[src/rtl/seq_gen_pkg.sv]
// Shared constants for the serial pattern generator: state encoding and
// default pattern/repeat widths.
package seq_gen_pkg;

  localparam int SEQ_GEN_PAT_W = 4;
  localparam int SEQ_GEN_CNT_W = 4;

  localparam logic [1:0] ST_IDLE  = 2'd0;
  localparam logic [1:0] ST_SHIFT = 2'd1;
  localparam logic [1:0] ST_GAP   = 2'd2;
  localparam logic [1:0] ST_DONE  = 2'd3;

  typedef enum logic [1:0] {
    IDLE  = ST_IDLE,
    SHIFT = ST_SHIFT,
    GAP   = ST_GAP,
    DONE  = ST_DONE
  } state_e;

endpackage

[src/rtl/seq_piso.sv]
// MSB-first parallel-in/serial-out shift register with load and shift enables.
// next_msb exposes the bit that will sit at the MSB after the coming edge.
module seq_piso #(
  parameter int PAT_W = 4
) (
  input  logic             clk,
  input  logic             rst,
  input  logic             load,
  input  logic             shift,
  input  logic [PAT_W-1:0] din,
  output logic             next_msb
);

  logic [PAT_W-1:0] sreg_q;
  logic [PAT_W-1:0] sreg_d;

  // Load has priority over shift; zeros are shifted in from the LSB.
  always_comb begin
    sreg_d = sreg_q;
    if (load) begin
      sreg_d = din;
    end else if (shift) begin
      sreg_d = {sreg_q[PAT_W-2:0], 1'b0};
    end else begin
      sreg_d = sreg_q;
    end
  end

  // Shift register storage.
  always_ff @(posedge clk) begin
    if (rst) begin
      sreg_q <= '0;
    end else begin
      sreg_q <= sreg_d;
    end
  end

  assign next_msb = sreg_d[PAT_W-1];

endmodule

[src/rtl/seq_pattern_gen.sv]
// Serial pattern transmitter: sends a captured pattern MSB first, repeat_n times.
// Define SEQ_GEN_GAP_EN to insert one idle GAP cycle between repetitions.
module seq_pattern_gen
  import seq_gen_pkg::*;
#(
  parameter int PAT_W = SEQ_GEN_PAT_W,
  parameter int CNT_W = SEQ_GEN_CNT_W
) (
  input  logic             clk,
  input  logic             rst,
  input  logic             start,
  input  logic [PAT_W-1:0] pattern,
  input  logic [CNT_W-1:0] repeat_n,
  output logic             x_out,
  output logic             x_valid,
  output logic             busy,
  output logic             done
);

  localparam int BC_W = $clog2(PAT_W);
  localparam logic [BC_W-1:0] BIT_LAST = BC_W'(PAT_W - 1);

  state_e           state_q,   state_d;
  logic [BC_W-1:0]  bit_cnt_q, bit_cnt_d;
  logic [CNT_W-1:0] rep_cnt_q, rep_cnt_d;
  logic [PAT_W-1:0] pat_q,     pat_d;
  logic             x_out_q,   x_out_d;
  logic             x_valid_q, x_valid_d;
  logic             busy_q,    busy_d;
  logic             done_q,    done_d;

  logic             piso_load_s;
  logic             piso_shift_s;
  logic [PAT_W-1:0] piso_din_s;
  logic             piso_next_msb_s;

  seq_piso #(.PAT_W(PAT_W)) u_piso (
    .clk      (clk),
    .rst      (rst),
    .load     (piso_load_s),
    .shift    (piso_shift_s),
    .din      (piso_din_s),
    .next_msb (piso_next_msb_s)
  );

  // Next-state, counters and next values of the registered outputs.
  always_comb begin
    state_d      = state_q;
    bit_cnt_d    = bit_cnt_q;
    rep_cnt_d    = rep_cnt_q;
    pat_d        = pat_q;
    piso_load_s  = 1'b0;
    piso_shift_s = 1'b0;
    piso_din_s   = pat_q;
    x_valid_d    = 1'b0;
    busy_d       = 1'b0;
    done_d       = 1'b0;

    case (state_q)
      IDLE: begin
        if (start) begin
          pat_d     = pattern;
          rep_cnt_d = repeat_n;
          busy_d    = 1'b1;
          if (repeat_n != '0) begin
            piso_load_s = 1'b1;
            piso_din_s  = pattern;
            bit_cnt_d   = BIT_LAST;
            x_valid_d   = 1'b1;
            state_d     = SHIFT;
          end else begin
            done_d  = 1'b1;
            state_d = DONE;
          end
        end else begin
          state_d = IDLE;
        end
      end

      SHIFT: begin
        busy_d = 1'b1;
        if (bit_cnt_q != '0) begin
          piso_shift_s = 1'b1;
          bit_cnt_d    = bit_cnt_q - BC_W'(1);
          x_valid_d    = 1'b1;
        end else begin
          // Last bit of this repetition: the repeat counter saturates at 0.
          rep_cnt_d = (rep_cnt_q != '0) ? (rep_cnt_q - CNT_W'(1)) : rep_cnt_q;
          if (rep_cnt_q > CNT_W'(1)) begin
`ifdef SEQ_GEN_GAP_EN
            state_d = GAP;
`else
            piso_load_s = 1'b1;
            bit_cnt_d   = BIT_LAST;
            x_valid_d   = 1'b1;
            state_d     = SHIFT;
`endif
          end else begin
            done_d  = 1'b1;
            state_d = DONE;
          end
        end
      end

`ifdef SEQ_GEN_GAP_EN
      GAP: begin
        busy_d      = 1'b1;
        piso_load_s = 1'b1;
        bit_cnt_d   = BIT_LAST;
        x_valid_d   = 1'b1;
        state_d     = SHIFT;
      end
`endif

      DONE: begin
        state_d = IDLE;
      end

      default: begin
        state_d = IDLE;
      end
    endcase
  end

  // Serial data is forced low whenever no pattern bit is being presented.
  always_comb begin
    x_out_d = 1'b0;
    if (x_valid_d) begin
      x_out_d = piso_next_msb_s;
    end else begin
      x_out_d = 1'b0;
    end
  end

  // State, counters, captured pattern and registered outputs.
  always_ff @(posedge clk) begin
    if (rst) begin
      state_q   <= IDLE;
      bit_cnt_q <= '0;
      rep_cnt_q <= '0;
      pat_q     <= '0;
      x_out_q   <= 1'b0;
      x_valid_q <= 1'b0;
      busy_q    <= 1'b0;
      done_q    <= 1'b0;
    end else begin
      state_q   <= state_d;
      bit_cnt_q <= bit_cnt_d;
      rep_cnt_q <= rep_cnt_d;
      pat_q     <= pat_d;
      x_out_q   <= x_out_d;
      x_valid_q <= x_valid_d;
      busy_q    <= busy_d;
      done_q    <= done_d;
    end
  end

  assign x_out   = x_out_q;
  assign x_valid = x_valid_q;
  assign busy    = busy_q;
  assign done    = done_q;

endmodule

[config.mk]
export PLATFORM = sky130hd
export DESIGN_NAME = seq_pattern_gen
export DESIGN_NICKNAME = d
export VERILOG_FILES = /design/src/rtl/seq_gen_pkg.sv /design/src/rtl/seq_piso.sv /design/src/rtl/seq_pattern_gen.sv
export SDC_FILE = /design/constraint.sdc
export NUM_CORES = 1
export LEC_CHECK = 0
export ABC_AREA = 0
export BUFFER_PORTS_ARGS = -buffer_cell sky130_fd_sc_hd__buf_2
export CORE_MARGIN = 4
export CORE_UTILIZATION = 55
export CTS_BUF_LIST = sky130_fd_sc_hd__clkbuf_4 sky130_fd_sc_hd__clkbuf_8 sky130_fd_sc_hd__clkbuf_16
export DETAILED_ROUTE_END_ITERATION = 8
export PLACE_DENSITY = 0.8
export SYNTH_ARGS = -nofsm -noshare
export SYNTH_HDL_FRONTEND = slang
export SYNTH_SLANG_ARGS = --single-unit
[constraint.sdc]
create_clock -name clk -period 4.15 [get_ports clk]
set_input_delay 0.83 -clock clk [delete_from_list [all_inputs] [get_ports clk]]
set_output_delay 0.83 -clock clk [all_outputs]
set_load 0.01 [all_outputs]
==> results of run 1 <==
path summary, 6_finish.rpt:
| path | startpoint | end | cells after the start |
|---|---|---|---|
| min | pat_q[1] | pat_q[1] | 2 |
| max | repeat_n[0] | x_out | 5 |
| max reg2reg | rep_cnt_q[0] | u_piso.sreg_q[2] | 6 |
| min reg2reg | pat_q[1] | pat_q[1] | 2 |
stage by stage:
stage	power (mW)	util, %
after floorplan	0.3575	-
after global placement	0.3877	66.17
after detailed placement	0.3954	66.17
after CTS	0.5060	68.45
after global routing	0.5420	68.45
final	0.5086	68.45
layer usage:
layer	wire length [um]	track usage, %	part of all wire (%)
met3	90	3.254	4.3
met5	0	0	0
met2	993	25.43	47
met1	996	24.91	47
met4	23	7.373	1.1
sequential cells by signal, summed over array words and instances (netlist names):
name           count
x_valid            1
rep_cnt_q          4
pat_q              4
x_out              1
state_q            2
busy               1
u_piso.sreg_q      4
bit_cnt_q          2
done               1
kinds of logic after synthesis:
| group | Yosys count | synth area share [%] |
|---|---|---|
| and+or+nand+nor | 43 | 22.54 |
| AOI/OAI and AO/OA | 35 | 26.25 |
| DFF | 20 | 40.97 |
| buffers and inverters | 12 | 5.378 |
| adders and majority gates | 3 | 3.842 |
| muxes | 1 | 1.024 |
power groups by stage:
stage	clock network (mW)	registers [mW]	logic (mW)
after floorplan	0	0.239	0.118
after global placement	0	0.242	0.146
after detailed placement	0	0.243	0.152
after CTS	0.113	0.239	0.154
after global routing	0.125	0.243	0.174
final	0.114	0.240	0.155
cell usage in the layout (no fill, tap or decap):
cell type  instances
nor2_1             8
ha_1               3
a31oi_1            4
nor2b_1            1
or4_4              1
a22oi_1            4
o32ai_1            1
or2_2              1
a21o_1             1
dfxtp_1           20
a21oi_1            7
nor3b_2            1
clkbuf_4           3
nand3b_1           3
and3b_1            2
a211oi_1           5
nand2b_1           1
o21ai_0            2
clkbuf_8           1
a31o_2             1
nor4_1             1
nand2_1           18
o22ai_1            1
a21o_2             1
o31a_1             1
a311o_1            1
a211oi_2           1
nor3_1             4
buf_2             14
inv_1              8
o221a_2            1
o211a_1            1
mux2i_1            1
o21a_1             2
nor3b_1            1
and2_1             1
a2111o_1           1
worst max-delay path, delay by kind of cell:
kind	cells	cell delay [ps]
AO/OA/AOI/OAI	1	290
AND/OR/NAND/NOR	3	900
buffers and inverters	1	110
final cells by class:
| type | count | area share [%] |
|---|---|---|
| repair buffers | 14 | 6.422 |
| flip-flops and latches | 20 | 36.70 |
| inverters | 8 | 2.752 |
| well taps | 24 | 2.752 |
| multi-input cells | 82 | 48.05 |
| clock buffers | 4 | 3.326 |
==> flow_metrics.py, run 1 <==
metrics = {
    "outcome": {
        "status": "completed",
    },
    "synth": {
        "synth.top_cell.area_share_pct": 40.97,
        "synth_flop_cell": "dfxtp_1",
        "syn_nets": 128,
        "synth-seq-cells": 20,
        "synthCells": 114,
        "async_flop_share_pct": 0,
        "yosysTopAreaCell": "dfxtp_1",
        "synth_cell_types": 36,
        "avgSynthCellArea_sq_um": 8.572,
        "syn-cell-area_sq_um": 977.2,
        "synth_edf_count": 0,
        "yosysSeqAreaShare_pct": 40.97,
        "synth_common_cells": "dfxtp_1, nand2_1, inv_1, nor2_1, a21oi_1",
        "yosysWarnings": 0,
        "netlist_top_cells_area": "dfxtp_1, nand2_1, a211oi_1",
        "synth.most_common_cell": "dfxtp_1",
    },
    "global_route": {
        "grt_pass1_vias": 758,
        "grt_pass1_wl_um": 3456,
        "grt_start_max_net_pins": 16,
        "antenna_found_initial": 0,
        "overflow": 0,
        "track_usage_pct": 17.40,
    },
    "setup_path": {
        "cp-end-kind": "flop",
        "cp_cell_sequence": "buf_2, or4_4, and2_1, a211oi_2, nor3b_1",
        "critPathSlowestCell": "or4_4",
        "path_class": "primary input to flop",
        "startpoint_type": "primary input",
        "arrival_ps": 2140,
        "max_stage_delay_ps": 550,
        "cp_max_fo": 10,
        "r2r_slack_ps": 2250,
        "cp.required_ps": 4350,
    },
    "route": {
        "first_pass_iters": 4,
        "ant_nets": 0,
        "vias": 884,
        "drc": 0,
        "routed_via_density": 5.816,
        "drt_wl_total_um": 2104,
        "wire_per_inst_um": 13.84,
        "drt_iter0_markers": 35,
    },
    "min_path": {
        "worstHoldPathType": "flop to flop",
    },
    "clocking": {
        "post-cts-setup-buffer-count": 0,
        "ctsResizeCount": 0,
        "cts_inserted_buffers": 3,
        "insertion_delay_ps": 300,
        "cts_root_buffer": "clkbuf_4",
        "clkSlewWorstSetupHoldPaths_ps": 110,
        "clk_path_buf_depth": 2,
        "cts_tree": "done",
        "cts_sinks": 20,
        "cts_htree_levels": 1,
        "cts_hold_buf": 0,
    },
    "final_layout": {
        "regArea_sq_um": 400.4,
        "area_growth_syn_to_layout_pct": 11.65,
        "multi_input_area_sq_um": 524.3,
        "instances_no_fill": 152,
        "finalInstanceArea_sq_um": 1091,
        "layout-drive-gt1-share_pct": 19.53,
        "fill_cells": 137,
        "diodes": 0,
        "final_nets": 143,
    },
    "place": {
        "placed_cell_area_sq_um": 1055,
        "place_inst": 148,
        "dpl_worst_slack_ps": 1891,
        "io_buffers": 14,
        "gp_congestion": 0.7985,
        "dp_hpwl_um": 1504,
    },
    "floorplanning": {
        "fp.dieH_um": 50.15,
        "die_w_um": 50.15,
        "num_io_pins": 15,
        "initial_core_util_pct": 61.30,
        "die-area_sq_um": 2515,
        "rows": 14,
        "placeableCoreArea_sq_um": 1594,
    },
    "power": {
        "swShare_pct": 33.98,
        "p_comb_share_pct": 30.5,
        "switchingPower_mw": 0.1728,
        "clkPwrFrac_pct": 22.3,
        "seqPwrFrac_pct": 47.2,
        "leakagePower_nw": 0.4566,
        "p_int_mw": 0.3358,
        "irDropWorstVdd_mv": 0.3274,
        "power_density_nw_per_um2": 466.1,
    },
    "timing": {
        "clock-skew-final_ps": 1.449,
        "setup_viol": 0,
        "drv_slew": 0,
        "timing.fmax_mhz": 515.1,
        "fin_setup_tns_ps": 0,
        "setup_ws_ps": 2209,
        "slew_headroom_pct": 67.27,
        "worst_pin_slew_ps": 490.3,
        "fin_crit_ps": 1941,
        "hold_violations": 0,
        "finalCritPeriodShare_pct": 46.78,
        "timing.hold.ws_ps": 466.1,
        "rsz0062_at_grt": "no",
    },
    "run": {
        "drv_cap": 0,
    },
}
(Power assumes the default switching activity.)
==> inputs of run 2 (changes only) <==
- ABC_AREA: 0 -> 1
- PLACE_DENSITY: 0.8 -> 0.79
- clock period: 4.15 -> 2.05 ns (I/O delays scaled with it)
==> run 2 against run 1 <==
Against the previous run: sequential power is 97% higher; via count grew 9.8%; first-iteration DRC count rose by 2.9%; total power rose by 120%; wire length increased by 5.8%; count of clock-buffer cells in the layout fell by 1; sequential cell count did not move; design area is 10% higher; final cell count up 29%; clock skew rose by 9.0 ps.
==> flow_metrics.py, run 2 <==
metrics = {
    "outcome": {
        "status": "completed",
    },
    "floorplanning": {
        "fp.dieH_um": 51.85,
        "placeableCoreArea_sq_um": 1783,
        "die-area_sq_um": 2688,
        "die_w_um": 51.85,
        "num_io_pins": 15,
        "initial_core_util_pct": 59.30,
        "rows": 15,
    },
    "timing": {
        "finalCritPeriodShare_pct": 75.92,
        "setup_viol": 0,
        "drv_slew": 0,
        "timing.fmax_mhz": 642.5,
        "rsz0062_at_grt": "no",
        "slew_headroom_pct": 78.58,
        "worst_pin_slew_ps": 321.0,
        "fin_setup_tns_ps": 0,
        "fin_crit_ps": 1556,
        "hold_violations": 0,
        "clock-skew-final_ps": 10.46,
        "timing.hold.ws_ps": 368.9,
    },
    "power": {
        "swShare_pct": 32.95,
        "p_int_mw": 0.7576,
        "clkPwrFrac_pct": 28.4,
        "seqPwrFrac_pct": 41.8,
        "irDropWorstVdd_mv": 0.7814,
        "leakagePower_nw": 0.6401,
        "p_comb_share_pct": 29.8,
        "switchingPower_mw": 0.3723,
        "power_density_nw_per_um2": 940.6,
    },
    "clocking": {
        "cts_tree": "done",
        "clkSlewWorstSetupHoldPaths_ps": 120,
        "ctsResizeCount": 0,
        "clk_path_buf_depth": 2,
        "cts_hold_buf": 0,
        "cts_inserted_buffers": 3,
        "cts_sinks": 20,
        "insertion_delay_ps": 310,
        "post-cts-setup-buffer-count": 0,
        "cts_htree_levels": 1,
        "cts_root_buffer": "clkbuf_4",
    },
    "route": {
        "wire_per_inst_um": 11.35,
        "routed_via_density": 4.954,
        "drt_wl_total_um": 2225,
        "vias": 971,
        "drc": 0,
        "drt_iter0_markers": 36,
        "first_pass_iters": 4,
        "ant_nets": 0,
    },
    "place": {
        "gp_congestion": 0.9219,
        "dp_hpwl_um": 1711,
        "io_buffers": 14,
        "place_inst": 192,
    },
    "setup_path": {
        "r2r_start": "bit_cnt_q[0]",
        "rr_worst_depth": 9,
        "cp.required_ps": 2250,
        "arrival_ps": 1760,
        "critPathCapture": "rep_cnt_q[1]",
        "cp_max_fo": 6,
        "startpoint_type": "flop",
        "path_class": "flop to flop",
        "startpoint": "bit_cnt_q[0]",
        "cp-end-kind": "flop",
        "worstReg2RegEnd": "rep_cnt_q[1]",
        "r2r_slack_ps": 490,
    },
    "synth": {
        "avgSynthCellArea_sq_um": 6.821,
        "synth_edf_count": 0,
        "synth.most_common_cell": "nand2_1",
        "synth-seq-cells": 20,
        "syn-cell-area_sq_um": 1057,
        "syn_nets": 169,
        "synth.top_cell.area_share_pct": 37.87,
        "yosysTopAreaCell": "dfxtp_1",
        "synth_flop_cell": "dfxtp_1",
        "synthCells": 155,
        "synth_common_cells": "nand2_1, inv_1, dfxtp_1, nand3_1, nor2_1",
        "synth_cell_types": 18,
        "netlist_top_cells_area": "dfxtp_1, nand2_1, nand3_1",
        "async_flop_share_pct": 0,
        "yosysWarnings": 0,
        "yosysSeqAreaShare_pct": 37.87,
    },
    "global_route": {
        "track_usage_pct": 18.75,
        "antenna_found_initial": 0,
        "grt_pass1_wl_um": 3663,
        "overflow": 0,
        "grt_pass1_vias": 838,
        "grt_start_max_net_pins": 13,
    },
    "final_layout": {
        "layout-drive-gt1-share_pct": 18.13,
        "instances_no_fill": 196,
        "fill_cells": 166,
        "final_nets": 186,
        "layout_common_cells": "nand2_1, inv_1, dfxtp_1",
        "area_growth_syn_to_layout_pct": 13.61,
        "final_common_cell": "nand2_1",
        "diodes": 0,
        "top_regs": "pat_q x4, rep_cnt_q x4, u_piso.sreg_q x4",
    },
    "run": {
        "drv_cap": 0,
    },
    "min_path": {
        "holdPathStages": 3,
        "worstHoldPathType": "primary input to flop",
    },
}
run 2: how the worst min path moves through the flow:
stage	start	endpoint	slack, ps
2_1_floorplan	pat_q[0]	pat_q[0]	430
3_3_place_gp	pat_q[0]	pat_q[0]	440
3_5_place_dp	pat_q[0]	pat_q[0]	450
4_1_cts	pattern[1]	pat_q[1]	360
5_1_grt	pattern[1]	pat_q[1]	360
6_report	pattern[1]	pat_q[1]	370
run 2: routing by layer:
metal  vias up  part of all wire (%)  track usage [%]
met2        38                    44            27.82
li1        511                     -                -
met5         -                     0                0
met4         0                   2.9            9.607
met3         7                   6.9            3.438
met1       415                    46            25.62
run 2: power groups by stage:
stage / Clock [mW] / Sequential, mW / Combinational (mW)
finish: 0.321 / 0.472 / 0.337
global route: 0.356 / 0.479 / 0.381
CTS: 0.329 / 0.472 / 0.337
detailed placement: 0 / 0.480 / 0.335
global placement: 0 / 0.478 / 0.326
floorplan: 0 / 0.476 / 0.260
run 2: cell families after synthesis:
logic type | share of synthesized area, %
fa+ha+maj | 3.551
buf+inv | 10.65
simple gates | 36.92
flops | 37.87
xor+xnor | 0.8286
compound gates | 9.231
mux | 0.9468
run 2: area by class of cell:
class	count	area (sq um)	area share, %
sequential	20	400.4	33.33
clock inverter	1	30.03	2.500
clock buffer	3	22.52	1.875
multi-input combinational	107	544.3	45.31
timing repair buffer	14	70.07	5.833
inverter	26	102.6	8.542
tap	25	31.28	2.604
run 2: per-stage QoR:
stage / setup WS, ps / total power, mW / util (%) / instance area [sq um]
detailed placement: 525.7 / 0.8154 / 64.42 / 1149
CTS: 490.0 / 1.138 / 67.37 / 1201
floorplan: 760.9 / 0.7364 / - / 1057
finish: 493.6 / 1.130 / 67.37 / 1201
global route: 371.9 / 1.216 / 67.37 / 1201
global placement: 628.1 / 0.8036 / 64.42 / 1149
run 2: worst max-delay path, stage by stage, from the launching register on:
cell and delay (ps):
dfxtp_1 340, inv_1 70, ha_1 200, inv_1 100, nand3_1 160, nand2_1 90, nor2_2 230, inv_1 120
nor2_1 100, nor2_1 50
